--- config.mk ---
export PLATFORM = sky130hd
export DESIGN_NAME = buzz_driver
export DESIGN_NICKNAME = d
export VERILOG_FILES = /design/src/rtl/fr_pkg.sv /design/src/rtl/sat_cnt9.sv /design/src/rtl/buzz_driver.sv
export SDC_FILE = /design/constraint.sdc
export NUM_CORES = 1
export LEC_CHECK = 0
export CAP_MARGIN = 20
export CORE_MARGIN = 5
export CORE_UTILIZATION = 46
export CTS_CLUSTER_DIAMETER = 50
export CTS_CLUSTER_SIZE = 20
export DETAILED_ROUTE_END_ITERATION = 10
export PLACE_DENSITY = 0.75
export SLEW_MARGIN = 30
export SYNTH_ARGS = -nofsm -noshare
export SYNTH_HDL_FRONTEND = slang
export SYNTH_HIERARCHICAL = 1
export SYNTH_SLANG_ARGS = --single-unit
--- constraint.sdc ---
create_clock -name Clk -period 2.2 [get_ports Clk]
set_clock_uncertainty 0.2 [all_clocks]
set_input_delay 0.44 -clock Clk [delete_from_list [all_inputs] [get_ports Clk]]
set_output_delay 0.44 -clock Clk [all_outputs]
set_load 0.1 [all_outputs]
--- src/rtl/fr_pkg.sv ---
// Shared definitions for the workout controller status path: event codes and
// the buzzer sequencer state encoding.
package fr_pkg;

    localparam logic [1:0] BU_NONE = 2'b00;
    localparam logic [1:0] BU_REST = 2'b01;
    localparam logic [1:0] BU_SKIP = 2'b10;
    localparam logic [1:0] BU_DONE = 2'b11;

    typedef enum logic [1:0] {
        IDLE = 2'd0,
        ON   = 2'd1,
        OFF  = 2'd2
    } buzz_state_t;

    // Beeps still to play after the one that starts with the pattern.
    function automatic logic [1:0] extra_beeps(input logic [1:0] code);
        case (code)
            BU_SKIP: extra_beeps = 2'd1;
            BU_DONE: extra_beeps = 2'd2;
            default: extra_beeps = 2'd0;
        endcase
    endfunction

endpackage

--- src/rtl/sat_cnt9.sv ---
// 9-bit event counter that sticks at 511 instead of wrapping.
module sat_cnt9 (
    input  logic       Clk,
    input  logic       Re,
    input  logic       Inc,
    output logic [8:0] Count
);

    always_ff @(posedge Clk or posedge Re) begin
        if (Re) begin
            Count <= 9'd0;
        end else if (Inc && (Count != 9'd511)) begin
            Count <= Count + 9'd1;
        end
    end

endmodule

--- src/rtl/buzz_driver.sv ---
// Turns one-cycle status events into beep patterns on the buzzer line, with a
// single-entry pending slot, and keeps the session statistics.
module buzz_driver
    import fr_pkg::*;
#(
    parameter int BEEP_ON  = 8,
    parameter int BEEP_OFF = 4
) (
    input  logic       Clk,
    input  logic       Re,
    input  logic [1:0] Bu,
    input  logic [8:0] Cn,
    output logic       Buz,
    output logic       Busy,
    output logic [8:0] Rests,
    output logic [8:0] Skips,
    output logic [8:0] Total,
    output logic       Done
);

    localparam int TW = $clog2(2 * BEEP_ON + 1);
    localparam logic [TW-1:0] SHORT_LD = TW'(BEEP_ON - 1);
    localparam logic [TW-1:0] LONG_LD  = TW'(2 * BEEP_ON - 1);
    localparam logic [TW-1:0] GAP_LD   = TW'(BEEP_OFF - 1);

    buzz_state_t   state;
    logic [1:0]    beeps_left;
    logic          long_beep;
    logic [TW-1:0] timer;
    logic [1:0]    pending;

    logic [1:0]    start_code;
    logic [1:0]    pending_next;
    logic          short_evt;
    logic          last_edge;

    assign short_evt = (Bu == BU_REST) || (Bu == BU_SKIP);
    assign last_edge = (state == OFF) && (timer == '0) && (beeps_left == 2'd0);
    assign Busy      = (state != IDLE);

    // Decide which pattern (if any) starts at this edge and what stays queued.
    always_comb begin
        start_code   = BU_NONE;
        pending_next = pending;
        if (Bu == BU_DONE) begin
            start_code   = BU_DONE;
            pending_next = BU_NONE;
        end else if (state == IDLE) begin
            start_code = Bu;
        end else if (last_edge) begin
            if (pending != BU_NONE) begin
                start_code   = pending;
                pending_next = Bu;
            end else begin
                start_code = Bu;
            end
        end else if (short_evt && (Bu > pending)) begin
            pending_next = Bu;
        end
    end

    always_ff @(posedge Clk or posedge Re) begin
        if (Re) begin
            state      <= IDLE;
            Buz        <= 1'b0;
            beeps_left <= 2'd0;
            long_beep  <= 1'b0;
            timer      <= '0;
            pending    <= BU_NONE;
        end else begin
            pending <= pending_next;
            if (start_code != BU_NONE) begin
                state      <= ON;
                Buz        <= 1'b1;
                long_beep  <= (start_code == BU_DONE);
                timer      <= (start_code == BU_DONE) ? LONG_LD : SHORT_LD;
                beeps_left <= extra_beeps(start_code);
            end else begin
                case (state)
                    ON: begin
                        if (timer == '0) begin
                            state <= OFF;
                            Buz   <= 1'b0;
                            timer <= GAP_LD;
                        end else begin
                            timer <= timer - TW'(1);
                        end
                    end
                    OFF: begin
                        if (timer != '0) begin
                            timer <= timer - TW'(1);
                        end else if (beeps_left != 2'd0) begin
                            state      <= ON;
                            Buz        <= 1'b1;
                            timer      <= long_beep ? LONG_LD : SHORT_LD;
                            beeps_left <= beeps_left - 2'd1;
                        end else begin
                            state <= IDLE;
                        end
                    end
                    default: begin
                        state <= IDLE;
                        Buz   <= 1'b0;
                    end
                endcase
            end
        end
    end

    // Statistics follow the raw event stream, even for patterns that get dropped.
    always_ff @(posedge Clk or posedge Re) begin
        if (Re) begin
            Total <= 9'd0;
            Done  <= 1'b0;
        end else if (Bu == BU_DONE) begin
            Total <= Cn;
            Done  <= 1'b1;
        end
    end

    logic [1:0] cnt_inc;
    logic [8:0] cnt_val [2];

    assign cnt_inc[0] = (Bu == BU_REST);
    assign cnt_inc[1] = (Bu == BU_SKIP);

    generate
        for (genvar gi = 0; gi < 2; gi++) begin : g_cnt
            sat_cnt9 u_cnt (
                .Clk   (Clk),
                .Re    (Re),
                .Inc   (cnt_inc[gi]),
                .Count (cnt_val[gi])
            );
        end
    endgenerate

    assign Rests = cnt_val[0];
    assign Skips = cnt_val[1];

endmodule

# Yosys cells after proc, flatten, opt, wreduce, memory -nomap -nowiden
# Cells that the tools add are included.
# totals
inputBits,13
output_inout_bits,30
wordCells,85
reg_bits,41
# op_classes
order_cmp,1
n_addsub,4
mux,31
n_reduce_logical,23
eq_ne,16
# op_table
op,n
$mux W2,16
$mux W5,4
$add A9 B1 Y9 const B,2
$ne A9 B9 Y1 const B,2
$reduce_bool A2 Y1,6
$eq A2 B2 Y1 const B,5
$pmux W5 S2,1
$reduce_and A3 Y1,3
$mux W4,2
$pmux W2 S2,2
$ne A3 B1 Y1 const B,2
$ne A3 B3 Y1 const B,2
$reduce_bool A3 Y1,2
$logic_and A1 B1 Y1,5
$logic_not A5 Y1,1
$mux W1,5
$reduce_bool A5 Y1,1
$sub A5 B1 Y5 const B,1
$eq A2 B1 Y1 const B,2
$logic_not A2 Y1,2
$ne A2 B2 Y1 const B,2
$ne A4 B1 Y1 const B,1
$reduce_and A2 Y1,2
$gt A2 B2 Y1,1
other kinds (3),3

# Logic depth before layout (Yosys ltp)
# depth
depth_word,9
depth_mapped,8
mapped_depth_nobuf,7

# Cells and area by module
# Netlist, hierarchy kept.
# by_module_without_submodules
module,seq_area_each_um2,cells_each,area_each_um2,instances
buzz_driver,575.6,130,1356.3,1
sat_cnt9,225.2,33,412.9,2

# Worst setup path before layout
# Ideal clock, no wire load.
# synth_path
path_kind,register to register
startpoint,register g_cnt[0].u_cnt.Count[0]
endpoint,register g_cnt[0].u_cnt.Count[4]
t_required_ns,1.841
path_buffers,1
stages_incl_launch_ff,9
setup_ns,0.159
synth_period_minus_slack_ns,2.590
arrival_ns,2.231
path_slack_ns,-0.390
cell_sequence,dfrtp_1 -> ha_1 -> and3_2 -> and3_1 -> ha_1 -> nor2b_1 -> buf_4 -> nand4_1 -> xnor2_1
# synth_between
elab_chain_len,2
word_cells_on_any_way,3
cone_classes,1 x add/sub; 1 x eq/ne; 1 x reduce/logical
# synth_rtl
element,line,text
from (decl),sat_cnt9.sv:6,output logic [8:0] Count
from (signal assigned),sat_cnt9.sv:13,Count <= Count + 9'd1;
branches (longest 2 deep; another with $add A9 B1 Y9),n/a,
# Several ways; the timed one is not identified.
# A chain may end at the register's enable or synchronous reset.

# Final worst setup path
# layout_path
startpoint,input Bu[0]
endpoint,register pending[0]
# layout_between
elab_chain_len,5
word_cells_on_any_way,15
cone_classes,1 x order compare; 5 x eq/ne; 5 x mux; 4 x reduce/logical
# layout_rtl
element,line,text
from (decl),buzz_driver.sv:11,"input logic [1:0] Bu,"
$eq A2 B1 Y1 / $eq A2 B2 Y1 (equally long branches),buzz_driver.sv:37,assign short_evt = (Bu == BU_REST) || (Bu == BU_SKIP);
$logic_or A1 B1 Y1,buzz_driver.sv:37,
$logic_and A1 B1 Y1,buzz_driver.sv:57,end else if (short_evt && (Bu > pending)) begin
$reduce_bool A3 Y1 (no source line),n/a,
$reduce_and A3 Y1 (no source line),n/a,
to (signal assigned),buzz_driver.sv:71,pending <= pending_next;
to (decl),buzz_driver.sv:30,logic [1:0] pending;
# Parallel ways exist; a longest one is shown, timed or not. The select of a mux whose other input is x is not followed.

==> flow_summary.ini <==
[timing]
slew_headroom = 0.759
hold_violations = 0
worstMarginPinSlew_ns = 0.362
post-route-period-util = 0.964
fmax_mhz = 471
final_max_slew_viol_count = 0
final-setup-viol-count = 0
min_period_ns = 2.12

[routing]
ant_nets = 0
drc_errors = 0
drt-initial-drc-count = 53
wire_per_inst_um = 14.1
first_pass_iters = 4
totalWireLength_mm = 4.56
vias_per_cell = 5.26
num_vias = 1699

[global_routing]
grt_antenna_before_repair = 0
grt_usage = 0.156
grt_max_degree = 24
grt_pass1_vias = 1747
grt_pass1_wl_mm = 7.81
gr-total-overflow = 0

[power]
intPower_mw = 2.34
p_leak_nw = 1.45
p_sw_frac = 0.484
powerDensity_nw_per_um2 = 1440
seq_power_share = 0.285
clock_power_share = 0.133
comb_power_share = 0.582
p_sw_mw = 2.19
vdd_ir_drop_max_v = 0.00139

[critical_path]
path_buf_inv = 2
crit_required_ns = 2.18
crit_slowest_cell = clkdlybuf4s50_1
crit_type = primary input to flip-flop
start_kind = primary input
r2r-start = timer[0]
cp_max_fo = 4
critPathTopFamily = buffers and inverters
startpoint = Bu[0]
path_cells = clkdlybuf4s50_1, inv_1, ha_1, a21oi_1, o21ai_0, mux2i_1, a21oi_2, mux2_2
cp.arrival_ns = 2.10
slowest_delay_ns = 0.52
worstSetupEndpointType = flip-flop

[logic_synthesis]
synth_top_area_share = 0.470
synthDistinctLibCells = 42
synthCells = 196
yosysTopAreaCell = dfrtp_1
synth_most_common_cell = dfrtp_1
ys_async_sr_fraction = 1.00
syn_area_um2 = 2180
synth_compound_area_frac = 0.0860
synthSimpleGateAreaFrac = 0.173
synth_seq_cells = 41
synth.yosys.seq_area_share = 0.470
synth_xor_area_frac = 0.0562
synth_fa_ha_area_frac = 0.0917
synth_top_flop_cell = dfrtp_1
syn_area_per_cell_um2 = 11.1
synth_top_family_by_area = simple AND/OR/NAND/NOR gates
synth_mux_area_frac = 0.0917
synth_fp_nets = 225
synth_common_cells = 41 x dfrtp_1, 16 x ha_1, 15 x nand2_1, 13 x inv_1, 12 x mux2_2
synthTopCellsByArea = dfrtp_1 47%, ha_1 9.2%, mux2_2 6.2%
synth_warnings = 6
synth_edf_count = 0

[floorplan]
core_um2 = 4660
die_h_um = 78.9
dieArea_um2 = 6220
initial_utilization = 0.468
io_pins = 43
die_w_um = 78.9
row_count = 25

[placement]
gp_congestion = 0.825
dp.cells = 309
port-buffer-count = 42
placed_area_um2 = 2950
dp_hpwl_mm = 3.39

[layout]
diodes = 0
stdcell_count = 323
drive_gt1_frac = 0.461
final_area_um2 = 3150
seqCellArea_um2 = 1060
multi_input_area_um2 = 1200
nFillCells = 357
areaGrowthSynthToFinish_pct = 44.2
finalNetCount = 297

[clock_network]
cts_root_buf = clkbuf_8
clk_latency_ns = 0.29
postCtsHoldBufs = 0
path_clk_slew_ns = 0.08
cts_tree = yes
cts_max_level = 2
numCtsBuffers = 5
cts.path.max_buffers = 2
clkSinkCount = 41

[outcome]
status = complete, no violations

[flow_run]
maxCapViolations = 0

[hold_path]
hold_path_class = primary input to async pin
-- state kept, by name (all words and copies together), names as in the netlist --
register	flops
state	2
pending	2
timer	5
Buz	1
g_cnt.u_cnt/Count	18
Total	9
Done	1
long_beep	1
beeps_left	2
-- kinds of logic after synthesis --
family,count (synthesis)
and+or+nand+nor,64
DFF,41
AOI/OAI and AO/OA,27
muxes,18
buffers and inverters,16
adders and majority gates,16
xor gates and xnor gates,14
-- per-layer routing --
metal	wire, um	GRT usage	vias up	part of all wire
li1	-	-	836	-
met1	2130	0.205	823	0.47
met2	2210	0.261	36	0.49
met3	169	0.0329	4	0.037
met4	48	0.0412	0	0.011
met5	0	0	-	0
-- final cells by class --
cell class	instances	share of cell area
Clock inverter	2	0.0123
Tap cell	54	0.0215
Sequential cell	41	0.336
Inverter	13	0.0167
Multi-Input combinational cell	139	0.383
Timing Repair Buffer	68	0.208
Clock buffer	6	0.0231
-- power groups by stage --
stage / registers, mW / clock network [mW] / logic (mW)
2_1_floorplan: 2.23 / 0 / 0.823
3_3_place_gp: 1.31 / 0 / 2.50
3_5_place_dp: 1.31 / 0 / 2.54
4_1_cts: 1.30 / 0.618 / 2.55
5_1_grt: 1.33 / 0.651 / 2.77
6_report: 1.29 / 0.602 / 2.63
-- per-stage QoR --
stage                     hold WS (ns)  setup slack (ns)  power [mW]   util  setup TNS [ns]
after global routing             0.306           -0.0157        4.75  0.675         -0.0268
after CTS                        0.284            0.0324        4.47  0.658               0
after floorplan                 0.0676           0.00415        3.05      -               0
after global placement           0.267            -0.238        3.81  0.633           -1.47
final                            0.280            0.0788        4.53  0.675               0
after detailed placement         0.272            -0.326        3.86  0.633           -1.74
-- final timing paths --
path,endpoint,slack [ns],depth (start not counted)
max in group asynchronous,state[0],1.21,3
min in group Clk,g_cnt[1].u_cnt/Count[5],0.28,1
worst min register to register,g_cnt[1].u_cnt/Count[5],0.28,1
worst max-delay path,pending[0],0.08,8
worst max register to register,pending[0],0.09,7
worst min-delay path,g_cnt[1].u_cnt/Count[0],0.28,2
-- what timing repair did --
action	in CTS	in global routing
buffers inserted	0	6
pin swaps	1	4
setup endpoints to repair	2	8
gates resized for setup	1	9
-- layout by cell type (no fill, tap or decap), types with 2 or more instances in the layout --
master           synthesis  final
inv_2                    0      3
and3_1                   7      4
dfrtp_1                 41     25
nor2_2                   0      2
nand4_1                  6      6
nand2_1                 15     15
xnor2_1                 10     10
o21ai_0                  7      7
mux2_2                  12     11
o21a_1                   2      2
ha_2                     0      2
xor2_1                   4      4
clkbuf_8                 0      5
nor2b_1                  4      4
dfrtp_2                  0     12
dfrtp_4                  0      4
inv_1                   13      9
or2b_2                   2      2
buf_4                    2     47
ha_1                    16     10
nor2_1                   9      7
mux2i_1                  2      2
and4_1                   2      2
mux2_4                   0      5
and3_4                   0      5
nor3_1                   3      3
clkdlybuf4s50_1          0     11
buf_12                   0      9
nand3_1                  6      6
a21oi_1                  7      6
ha_4                     0      4
No activity file was read; power rests on OpenSTA's default activity.
